`src/rtl/seven_seg_scanner.sv`:
```
// Multiplexed N-digit 7-segment scanner with per-digit decimal point,
// per-digit blanking and a guarded brightness PWM inside each digit slot.
// Each slot starts with GUARD_TICKS dark clocks so the previous digit's
// anode has fully released before the next pattern is shown (anti-ghosting).
// The slot is followed by up to (2**BRIGHT_W-1) brightness steps of
// STEP_TICKS clocks each.
module seven_seg_scanner #(
  parameter int NUM_DIGITS       = 4,
  parameter int GUARD_TICKS      = 2000,
  parameter int STEP_TICKS       = 1750,
  parameter int BRIGHT_W         = 4,
  parameter int ANODE_ACTIVE_LOW = 1,
  parameter int SEG_ACTIVE_LOW   = 0
) (
  input  logic                    clk,
  input  logic                    rst_n,
  input  logic                    en,
  input  logic [7*NUM_DIGITS-1:0] digits,
  input  logic [NUM_DIGITS-1:0]   dp_in,
  input  logic [NUM_DIGITS-1:0]   blank_mask,
  input  logic [BRIGHT_W-1:0]     brightness,
  output logic [NUM_DIGITS-1:0]   anode,
  output logic [6:0]              seg,
  output logic                    dp,
  output logic [((NUM_DIGITS > 1) ? $clog2(NUM_DIGITS) : 1)-1:0] digit_sel,
  output logic                    frame_tick
);

  localparam int SLOT_TICKS = GUARD_TICKS + ((2**BRIGHT_W) - 1) * STEP_TICKS;
  localparam int IDX_W      = (NUM_DIGITS > 1) ? $clog2(NUM_DIGITS) : 1;
  // One spare bit so the lit-window product never wraps at full brightness.
  localparam int CW         = $clog2(SLOT_TICKS) + 1;

  localparam logic ANODE_INV = (ANODE_ACTIVE_LOW != 0);
  localparam logic SEG_INV   = (SEG_ACTIVE_LOW != 0);

  localparam logic [CW-1:0]    SLOT_LAST = CW'(SLOT_TICKS - 1);
  localparam logic [CW-1:0]    GUARD_C   = CW'(GUARD_TICKS);
  localparam logic [CW-1:0]    STEP_C    = CW'(STEP_TICKS);
  localparam logic [IDX_W-1:0] IDX_LAST  = IDX_W'(NUM_DIGITS - 1);

  // Scan position.
  logic [CW-1:0]           slot_cnt_q,  slot_cnt_d;
  logic [IDX_W-1:0]        digit_idx_q, digit_idx_d;

  // Per-slot shadow copies of the inputs, latched at slot start so that the
  // datapath can rewrite its registers at any time without tearing a digit.
  logic [6:0]              pat_sh_q,    pat_sh_d;
  logic                    dp_sh_q,     dp_sh_d;
  logic                    blank_sh_q,  blank_sh_d;
  logic [BRIGHT_W-1:0]     bright_sh_q, bright_sh_d;

  // Registered outputs, held internally as active-high "on" bits.
  logic [NUM_DIGITS-1:0]   anode_on_q,  anode_on_d;
  logic [6:0]              seg_on_q,    seg_on_d;
  logic                    dp_on_q,     dp_on_d;
  logic [IDX_W-1:0]        sel_q,       sel_d;
  logic                    frame_q,     frame_d;

  // Helper values for the current slot.
  logic [CW-1:0]           on_ticks;
  logic                    in_window;
  logic                    lit;
  logic [6:0]              cur_pat;
  logic                    cur_dp;
  logic                    cur_blank;

  // Number of lit clocks after the guard for the captured brightness.
  assign on_ticks = CW'(bright_sh_q) * STEP_C;

  // Lit window: past the guard and still inside the brightness on-time.
  assign in_window = (slot_cnt_q >= GUARD_C) &&
                     ((slot_cnt_q - GUARD_C) < on_ticks);
  assign lit       = in_window && !blank_sh_q;

  // Select the live inputs of the digit whose slot is starting.
  always_comb begin
    cur_pat   = 7'd0;
    cur_dp    = 1'b0;
    cur_blank = 1'b0;
    for (int i = 0; i < NUM_DIGITS; i++) begin
      if (digit_idx_q == IDX_W'(i)) begin
        cur_pat   = digits[7*i +: 7];
        cur_dp    = dp_in[i];
        cur_blank = blank_mask[i];
      end
    end
  end

  // Next-state: scan counters, shadow capture and the registered outputs.
  always_comb begin
    slot_cnt_d  = '0;
    digit_idx_d = '0;
    pat_sh_d    = pat_sh_q;
    dp_sh_d     = dp_sh_q;
    blank_sh_d  = blank_sh_q;
    bright_sh_d = bright_sh_q;
    anode_on_d  = '0;
    seg_on_d    = 7'd0;
    dp_on_d     = 1'b0;
    sel_d       = '0;
    frame_d     = 1'b0;

    if (en) begin
      if (slot_cnt_q == SLOT_LAST) begin
        slot_cnt_d  = '0;
        digit_idx_d = (digit_idx_q == IDX_LAST) ? '0 : digit_idx_q + IDX_W'(1);
      end else begin
        slot_cnt_d  = slot_cnt_q + CW'(1);
        digit_idx_d = digit_idx_q;
      end

      if (slot_cnt_q == '0) begin
        pat_sh_d    = cur_pat;
        dp_sh_d     = cur_dp;
        blank_sh_d  = cur_blank;
        bright_sh_d = brightness;
      end

      // Slot position 0 is always inside the guard, so the previous slot's
      // shadow values are never shown here.
      if (lit) begin
        for (int i = 0; i < NUM_DIGITS; i++) begin
          anode_on_d[i] = (digit_idx_q == IDX_W'(i));
        end
        seg_on_d = pat_sh_q;
        dp_on_d  = dp_sh_q;
      end

      sel_d   = digit_idx_q;
      frame_d = (slot_cnt_q == '0) && (digit_idx_q == '0);
    end
  end

  // State and output registers; reset darkens the display immediately.
  always_ff @(posedge clk or negedge rst_n) begin
    if (!rst_n) begin
      slot_cnt_q  <= '0;
      digit_idx_q <= '0;
      pat_sh_q    <= 7'd0;
      dp_sh_q     <= 1'b0;
      blank_sh_q  <= 1'b0;
      bright_sh_q <= '0;
      anode_on_q  <= '0;
      seg_on_q    <= 7'd0;
      dp_on_q     <= 1'b0;
      sel_q       <= '0;
      frame_q     <= 1'b0;
    end else begin
      slot_cnt_q  <= slot_cnt_d;
      digit_idx_q <= digit_idx_d;
      pat_sh_q    <= pat_sh_d;
      dp_sh_q     <= dp_sh_d;
      blank_sh_q  <= blank_sh_d;
      bright_sh_q <= bright_sh_d;
      anode_on_q  <= anode_on_d;
      seg_on_q    <= seg_on_d;
      dp_on_q     <= dp_on_d;
      sel_q       <= sel_d;
      frame_q     <= frame_d;
    end
  end

  // Board polarity is a constant inversion of the registered on-bits.
  assign anode      = anode_on_q ^ {NUM_DIGITS{ANODE_INV}};
  assign seg        = seg_on_q ^ {7{SEG_INV}};
  assign dp         = dp_on_q ^ SEG_INV;
  assign digit_sel  = sel_q;
  assign frame_tick = frame_q;

endmodule

```
`config.mk`:
```
export PLATFORM = sky130hd
export DESIGN_NAME = seven_seg_scanner
export DESIGN_NICKNAME = d
export VERILOG_FILES = /design/src/rtl/seven_seg_scanner.sv
export SDC_FILE = /design/constraint.sdc
export NUM_CORES = 1
export LEC_CHECK = 0
export BUFFER_PORTS_ARGS = -buffer_cell sky130_fd_sc_hd__buf_2
export CAP_MARGIN = 10
export CORE_MARGIN = 5
export CORE_UTILIZATION = 25
export DETAILED_ROUTE_END_ITERATION = 12
export GPL_ROUTABILITY_DRIVEN = 0
export PLACE_DENSITY = 0.52
export SETUP_SLACK_MARGIN = 0.1
export SLEW_MARGIN = 40
export SYNTH_ARGS = -nofsm -noshare
export SYNTH_HDL_FRONTEND = slang
export SYNTH_SLANG_ARGS = --single-unit
```
`constraint.sdc`:
```
create_clock -name clk -period 6.3 [get_ports clk]
set_clock_uncertainty 0.1 [all_clocks]
set_input_delay 1.26 -clock clk [delete_from_list [all_inputs] [get_ports clk]]
set_output_delay 1.26 -clock clk [all_outputs]
set_load 0.1 [all_outputs]
```
==> impl_metrics.toml, run 1 <==
[logic_synthesis]
synthDistinctLibCells = 58
ys_ff_latch = 46
synth_top_cell_area_share_pct = 32.7
synth-edff-count = 0
synth_most_common_cell = "dfrtp_1"
async_flop_share_pct = 100
synth.top_cells.by_count = "dfrtp_1, ha_1, nor2_1"
synth_area_per_cell_sq_um = 9.57
ys_seq_area_share_pct = 32.7
synth_fp_nets = 458
synth.top_cells.by_area = "dfrtp_1, ha_1, xnor2_1, xor2_1, a21oi_1"
synth_top_area_cell = "dfrtp_1"
syn_area_sq_mm = 0.00352
synth_flop_cell = "dfrtp_1"
syn_inst = 368
yosys_warnings = 0

[power_and_ir_drop]
pwr-share-comb_pct = 55.7
switchingPower_uw = 577
switching_share_pct = 40.0
ir_worst_vdd_v = 0.000168
pwr_density_cell_mw_per_mm2 = 354
p_int_uw = 866
p_leak_nw = 1.92
sequentialPowerShare_pct = 23.5
clockPowerShare_pct = 20.8

[timing]
rsz0062_at_grt = "no"
slew_headroom_pct = 56.9
period_needed_ns = 4.58
max_freq_ghz = 0.218
hold_viol = 0
tightest_slew_ns = 0.646
setup-violations-final = 0
drv_slew = 0
finalSetupTns_ns = 0
min_period_over_period_pct = 72.7

[clock_tree]
numCtsBuffers = 5
clockBufferDepth = 2
h-tree-depth = 2
cts_tree = "done"
hold_buffers = 0
clock-root-buffer = "clkbuf_16"
cts.sink_count = 46
cts_setup_buffers = 0
cts_resized = 0
clkLatencyLatePin_ns = 0.29
clkSlewWorstSetupHoldPaths_ns = 0.06

[setup_path]
path_max_fanout = 12
r2r_slack_ns = 1.72
cp_cell_sequence = "inv_1 > ha_1 > inv_1 > fa_1 > ha_1 > nor4_1 > o211ai_1 > a31o_2 > a21oi_1 > xor2_1 > ha_1 > or3_1 > a221oi_1 > o311ai_1 > a311oi_2 > and2_1"
arrival_ns = 4.71
cp.depth = 16
timing.critical_path.to = "seg[0]"
cp_num_buf_inv = 2
cp-end-kind = "flip-flop"
startpoint = "bright_sh_q[2]"
crit_slowest_cell = "a311oi_2"
crit-reg2reg-launch = "bright_sh_q[2]"
critPathKind = "reg2reg"
critPathRequiredTime_ns = 6.43
start_kind = "flip-flop"
reg2reg_to = "seg[0]"
rr_worst_depth = 16
critPathTopFamily = "compound AO/OA/AOI/OAI gates"
cpMostUsedCell = "ha_1"
max_stage_delay_ns = 0.62

[route]
vias = 2765
wl_per_cell_um = 13.8
viasPerCell = 4.62
dr.pass1.iters = 4
drc = 0
ant_nets = 0
drt_iter0_drc = 134
drt-total-wl_um = 8230

[floorplan]
io_pins = 58
die_area_sq_mm = 0.0166
start_util_pct = 25.5
rows = 43
die_h_um = 129
chipWidth_um = 129
core_area_sq_mm = 0.0138

[cells_and_area]
layout.nets = 507
fin_util_pct = 29.5
areaGrowthSynthToFinish_pct = 15.6
diodes = 0
fin_cells = 598
layout-drive-gt1-share_pct = 20.8

[run]
drv_cap = 0

[hold_path]
worstHoldStart = "pat_sh_q[1]"
hold_class = "reg2reg"

[placement]
hpwl_um = 6470
dp_cells = 590
io_buffers = 57

[grt]
grt_pass1_wl_um = 14100
antenna_found_initial = 0
grt_pass1_vias = 2890
grt_use_total_pct = 10.4
grt_max_degree = 47
grt-ovfl-total = 0

[outcome]
status = "finished, final reports clean"
-- metrics by stage --
stage	hold WS [ns]	setup WS (ns)	area (sq um)	power (mW)
global placement	0.360	1.86	3910	1.13
detailed placement	0.366	1.69	3910	1.15
global route	0.409	1.37	4070	1.58
CTS	0.381	1.66	4070	1.45
floorplan	0.347	2.34	3520	0.947
finish	0.378	1.72	4070	1.44
-- cells in the final DEF (no fill, tap or decap), drive strengths merged, types with 2 or more instances in the layout --
master	count
mux2	10
buf	58
a21oi	23
nor2b	6
fa	3
a31oi	2
xnor2	17
o211ai	3
or4	2
and4	2
o21ai	14
nor4	4
nand2	25
nand4	7
and3	9
a221oi	4
nand3b	6
inv	27
clkbuf	6
a211oi	3
dfrtp	46
o21a	2
or3	4
nor2	29
ha	44
xor2	15
nand3	5
nor3	7
and2	15
a21o	4
-- sequential cells by signal (all words and copies together) (netlist names) --
register and count:
digit_idx_q 2, slot_cnt_q 16, frame_tick 1, pat_sh_q 7, digit_sel 2, dp_sh_q 1
anode_on_q 4, blank_sh_q 1, bright_sh_q 4, dp 1, seg 7
-- power groups by stage --
stage / Sequential [mW] / Combinational [mW] / Clock, mW
global placement: 0.345 / 0.784 / 0
global route: 0.343 / 0.924 / 0.317
detailed placement: 0.345 / 0.801 / 0
finish: 0.339 / 0.803 / 0.300
floorplan: 0.342 / 0.605 / 0
CTS: 0.340 / 0.807 / 0.308
-- metal layers --
metal  GRT usage [%]  part of all wire [%]
met1            14.0                    48
met2            16.8                    47
met3            1.74                   2.2
met4            3.83                   2.4
met5               0                     0
-- how the worst min path moves through the flow --
stage,slack (ns),to,depth (start not counted)
5_1_grt,0.41,seg[6],1
2_1_floorplan,0.35,seg[0],1
3_3_place_gp,0.36,seg[1],1
3_5_place_dp,0.37,seg[1],1
6_report,0.38,seg[1],1
4_1_cts,0.38,seg[1],1
-- cell families after synthesis --
kind of cell | share of synthesized area, %
multiplexers | 3.91
adder cells (fa/ha/maj) | 17.3
flip-flops | 32.7
buffers and inverters | 6.68
XOR/XNOR | 7.95
AND/OR/NAND/NOR | 19.7
AO/OA/AOI/OAI | 11.7
-- cell type report --
| cell class | instances | area [sq um] |
|---|---|---|
| flip-flops and latches | 46 | 1150 |
| well taps | 180 | 225 |
| inverters | 27 | 101 |
| fillers | 1462 | 9750 |
| clock buffers | 6 | 129 |
| repair buffers | 58 | 293 |
| clock inverters | 2 | 37.5 |
| multi-input cells | 279 | 2140 |
(Power assumes the default switching activity.)
==> inputs of run 2 (changes only) <==
==> constraint.sdc (replaced) <==
create_clock -name clk -period 4.75 [get_ports clk]
set_clock_uncertainty 0.1 [all_clocks]
set_input_delay 0.95 -clock clk [delete_from_list [all_inputs] [get_ports clk]]
set_output_delay 0.95 -clock clk [all_outputs]
set_load 0.1 [all_outputs]
==> run 2 against run 1 <==
  * Via count is 0.43% higher
  * Power is 33% higher
  * Setup slack worse by 1.3 ns
  * Critical path type unchanged
  * Highest routed layer unchanged
  * Sequential share of layout area is 0.052 points lower
  * Core utilization is 0.054 points higher
==> impl_metrics.toml, run 2 (synthesis results as in run 1) <==
[setup_path]
cp-end-kind = "flip-flop"
path_max_fanout = 12
cp_cell_sequence = "inv_1 > ha_1 > inv_1 > fa_1 > ha_1 > nor4_1 > o211ai_1 > a31o_2 > a21oi_1 > xor2_1 > ha_1 > or3_1 > a221oi_1 > o311ai_1 > a311oi_2 > buf_4 > and2_1"
crit_slowest_cell = "fa_1"
max_stage_delay_ns = 0.47
critPathKind = "reg2reg"
arrival_ns = 4.45
cpMostUsedCell = "ha_1"
critPathRequiredTime_ns = 4.87
start_kind = "flip-flop"
rr_worst_depth = 17

[run]
drv_cap = 0

[grt]
grt_pass1_wl_um = 13800
antenna_found_initial = 0
grt_use_total_pct = 10.2
grt-ovfl-total = 0
grt_max_degree = 47
grt_pass1_vias = 2853

[timing]
hold_ws_ns = 0.380
setup-violations-final = 0
rsz0062_at_grt = "no"
period_needed_ns = 4.32
slew_headroom_pct = 57.8
drv_slew = 0
max_freq_ghz = 0.231
tightest_slew_ns = 0.632
finalSetupTns_ns = 0
hold_viol = 0
min_period_over_period_pct = 91.0

[cells_and_area]
layout.nets = 508
layout-drive-gt1-share_pct = 21.0
areaGrowthSynthToFinish_pct = 15.8
final_common_cell = "buf_2"
largest_register = "slot_cnt_q"
postLayoutCellArea_sq_mm = 0.00408
largest_reg_flops = 16
final_cell_mix = "buf_2, dfrtp_1, ha_1"
diodes = 0

[clock_tree]
numCtsBuffers = 5
cts_resized = 0
hold_buffers = 0
h-tree-depth = 2
clkLatencyLatePin_ns = 0.29
cts.sink_count = 46
clkSlewWorstSetupHoldPaths_ns = 0.06
cts_setup_buffers = 0
clock-root-buffer = "clkbuf_16"
cts_tree = "done"
clockBufferDepth = 2

[route]
ant_nets = 0
dr.pass1.iters = 4
drc = 0
vias = 2777
drt-total-wl_um = 8230
viasPerCell = 4.64
wl_per_cell_um = 13.7
drt_iter0_drc = 120

[floorplan]
chipWidth_um = 129
core_area_sq_mm = 0.0138
die_area_sq_mm = 0.0166
start_util_pct = 25.5
rows = 43
io_pins = 58
die_h_um = 129

[outcome]
status = "finished, final reports clean"

[hold_path]
holdPathStages = 1
hold_class = "reg2reg"

[placement]
io_buffers = 57
hpwl_um = 6470
dpl_cell_area_sq_mm = 0.00392

[power_and_ir_drop]
p_leak_nw = 1.93
ir_worst_vdd_v = 0.000175
pwr_density_cell_mw_per_mm2 = 472
-- run 2: final timing paths --
path,from,end,slack (ns)
setup / recovery,bright_sh_q[2],dp,0.43
hold / removal,pat_sh_q[1],seg[1],0.38
setup reg to reg,bright_sh_q[2],dp,0.43
hold reg to reg,pat_sh_q[1],seg[1],0.38
max in group asynchronous,rst_n,slot_cnt_q[7],3.49
min in group asynchronous,rst_n,bright_sh_q[1],0.64
-- run 2: routing by layer --
metal | share of wire, % | up-vias | GRT usage, %
met3 | 3.4 | 12 | 2.08
met1 | 46 | 1336 | 13.4
met5 | 0 | - | 0
li1 | - | 1377 | -
met2 | 48 | 52 | 16.6
met4 | 2.1 | 0 | 3.58
-- run 2: worst max-delay path, delay by kind of cell (launching register included) --
family          cells  cell delay (ns)
xor+xnor            1             0.10
simple gates        3             0.74
fa+ha+maj           4             1.21
compound gates      6             1.29
buf+inv             3             0.37
flops               1             0.44
-- run 2: per-stage QoR --
stage	utilization [%]	worst slack [ns]	total power, mW	instances
after global placement	28.3	0.556	1.50	591
after global routing	29.5	0.140	2.10	599
final	29.5	0.429	1.93	599
after detailed placement	28.3	0.438	1.52	591
after CTS	29.5	0.418	1.93	599
after floorplan	-	0.789	1.26	368
-- run 2: layout make-up --
type | count | area [sq um]
Fill cell | 1450 | 9750
Multi-Input combinational cell | 279 | 2140
Sequential cell | 46 | 1150
Timing Repair Buffer | 59 | 300
Tap cell | 180 | 225
Clock buffer | 6 | 129
Inverter | 27 | 101
Clock inverter | 2 | 37.5
-- run 2: power breakdown --
group          internal (mW)  total, mW  switching, mW
clock network          0.248      0.396          0.147
logic                  0.483       1.08          0.597
registers              0.421      0.450         0.0291
==> inputs of run 3 (changes only) <==
--- a/config.mk
+++ b/config.mk
@@ -8,10 +8,10 @@
 export BUFFER_PORTS_ARGS = -buffer_cell sky130_fd_sc_hd__buf_2
 export CAP_MARGIN = 10
 export CORE_MARGIN = 5
-export CORE_UTILIZATION = 25
+export CORE_UTILIZATION = 52
 export DETAILED_ROUTE_END_ITERATION = 12
 export GPL_ROUTABILITY_DRIVEN = 0
-export PLACE_DENSITY = 0.52
+export PLACE_DENSITY = 0.84
 export SETUP_SLACK_MARGIN = 0.1
 export SLEW_MARGIN = 40
 export SYNTH_ARGS = -nofsm -noshare
==> run 3 against run 2 <==
  * Sequential share of layout area rose by 1.5 points
  * Die area shrank 49%
  * Fmax is 0.83% lower
  * Largest cell class unchanged
  * Largest power group unchanged
==> impl_metrics.toml, run 3 (synthesis results as in run 1) <==
[clock_tree]
clockBufferDepth = 2
clock-root-buffer = "clkbuf_8"
hold_buffers = 0
clkSlewWorstSetupHoldPaths_ns = 0.09
cts_setup_buffers = 0
cts_tree = "done"
h-tree-depth = 2
cts_resized = 0
cts.sink_count = 46
clkLatencyLatePin_ns = 0.30
numCtsBuffers = 5

[setup_path]
critPathRequiredTime_ns = 4.89
startpoint = "bright_sh_q[2]"
crit-reg2reg-launch = "bright_sh_q[2]"
path_max_fanout = 12
cp-end-kind = "flip-flop"
arrival_ns = 4.49
critPathKind = "reg2reg"
start_kind = "flip-flop"

[floorplan]
rows = 30
die_area_sq_mm = 0.00852
start_util_pct = 52.7
io_pins = 58
core_area_sq_mm = 0.00668
die_h_um = 92.3
chipWidth_um = 92.3

[outcome]
status = "finished, final reports clean"

[route]
drc = 0
vias = 2745
dr.pass1.iters = 4
wl_per_cell_um = 14.7
drt-total-wl_um = 7300
viasPerCell = 5.51
ant_nets = 0
drt_iter0_drc = 108

[timing]
slew_headroom_pct = 61.6
period_needed_ns = 4.36
min_period_over_period_pct = 91.7
max_freq_ghz = 0.230
setup-violations-final = 0
tightest_slew_ns = 0.576
finalSetupTns_ns = 0
rsz0062_at_grt = "no"
drv_slew = 0
hold_viol = 0

[power_and_ir_drop]
pwr_density_cell_mw_per_mm2 = 454
ir_worst_vdd_v = 0.000200
p_leak_nw = 1.89

[grt]
grt_max_degree = 47
grt_pass1_wl_um = 12600
antenna_found_initial = 0
grt_use_total_pct = 17.9
grt_pass1_vias = 2743
grt-ovfl-total = 0

[placement]
io_buffers = 57
hpwl_um = 5680

[hold_path]
worstHoldStart = "dp_sh_q"
hold_class = "reg2reg"

[run]
drv_cap = 0

[cells_and_area]
final_cell_mix = "buf_2, dfrtp_1, ha_1"
fin_util_pct = 58.0
areaGrowthSynthToFinish_pct = 9.98
largest_reg_flops = 16
layout.nets = 507
final_common_cell = "buf_2"
layout-drive-gt1-share_pct = 21.1
diodes = 0
largest_register = "slot_cnt_q"
==> run 3: layout make-up <==
cell class	instances	area (sq um)
multi-input combinational	279	2140
inverter	27	101
clock buffer	5	68.8
fill	572	2810
tap	80	100
clock inverter	3	21.3
timing repair buffer	58	295
sequential	46	1150
==> run 3: critical path, stage by stage, from the launching register on <==
cell and delay [ns]:
dfrtp_1 0.44, inv_1 0.07, ha_1 0.29, inv_1 0.10, fa_1 0.47, ha_1 0.27
nor4_1 0.28, o211ai_1 0.17, a31o_2 0.26, a21oi_1 0.17, xor2_1 0.09, ha_1 0.20
or3_1 0.34, a221oi_1 0.25, o311ai_1 0.17, a311oi_2 0.29, buf_4 0.20, and2_1 0.15
==> run 3: report_power, final <==
| part | internal [mW] | switching [mW] |
|---|---|---|
| sequential | 0.420 | 0.0285 |
| combinational | 0.480 | 0.589 |
| clock | 0.103 | 0.139 |
==> run 3: stage by stage <==
stage | power, mW | area [sq um] | instances | hold WS, ns | setup WS (ns)
3_3_place_gp | 1.45 | 3780 | 490 | 0.371 | 0.601
2_1_floorplan | 1.26 | 3520 | 368 | 0.347 | 0.789
5_1_grt | 1.93 | 3870 | 498 | 0.423 | 0.118
4_1_cts | 1.76 | 3870 | 498 | 0.402 | 0.390
3_5_place_dp | 1.50 | 3780 | 490 | 0.380 | 0.444
6_report | 1.76 | 3870 | 498 | 0.397 | 0.393
==> run 3: metal layers <==
layer | vias to the layer above | wire length, um | GRT usage (%)
li1 | 1372 | - | -
met1 | 1305 | 3310 | 23.7
met2 | 56 | 3610 | 30.5
met5 | - | 0 | 0
met4 | 0 | 133 | 5.94
met3 | 12 | 248 | 2.19
==> run 3: path summary, 6_finish.rpt <==
check	endpoint	slack (ns)	cells after the start
max in group asynchronous	anode_on_q[0]	3.64	1
max reg2reg	anode_on_q[2]	0.39	17
min	dp	0.40	1
min in group asynchronous	slot_cnt_q[15]	0.53	1
min reg2reg	dp	0.40	1
max	anode_on_q[2]	0.39	17
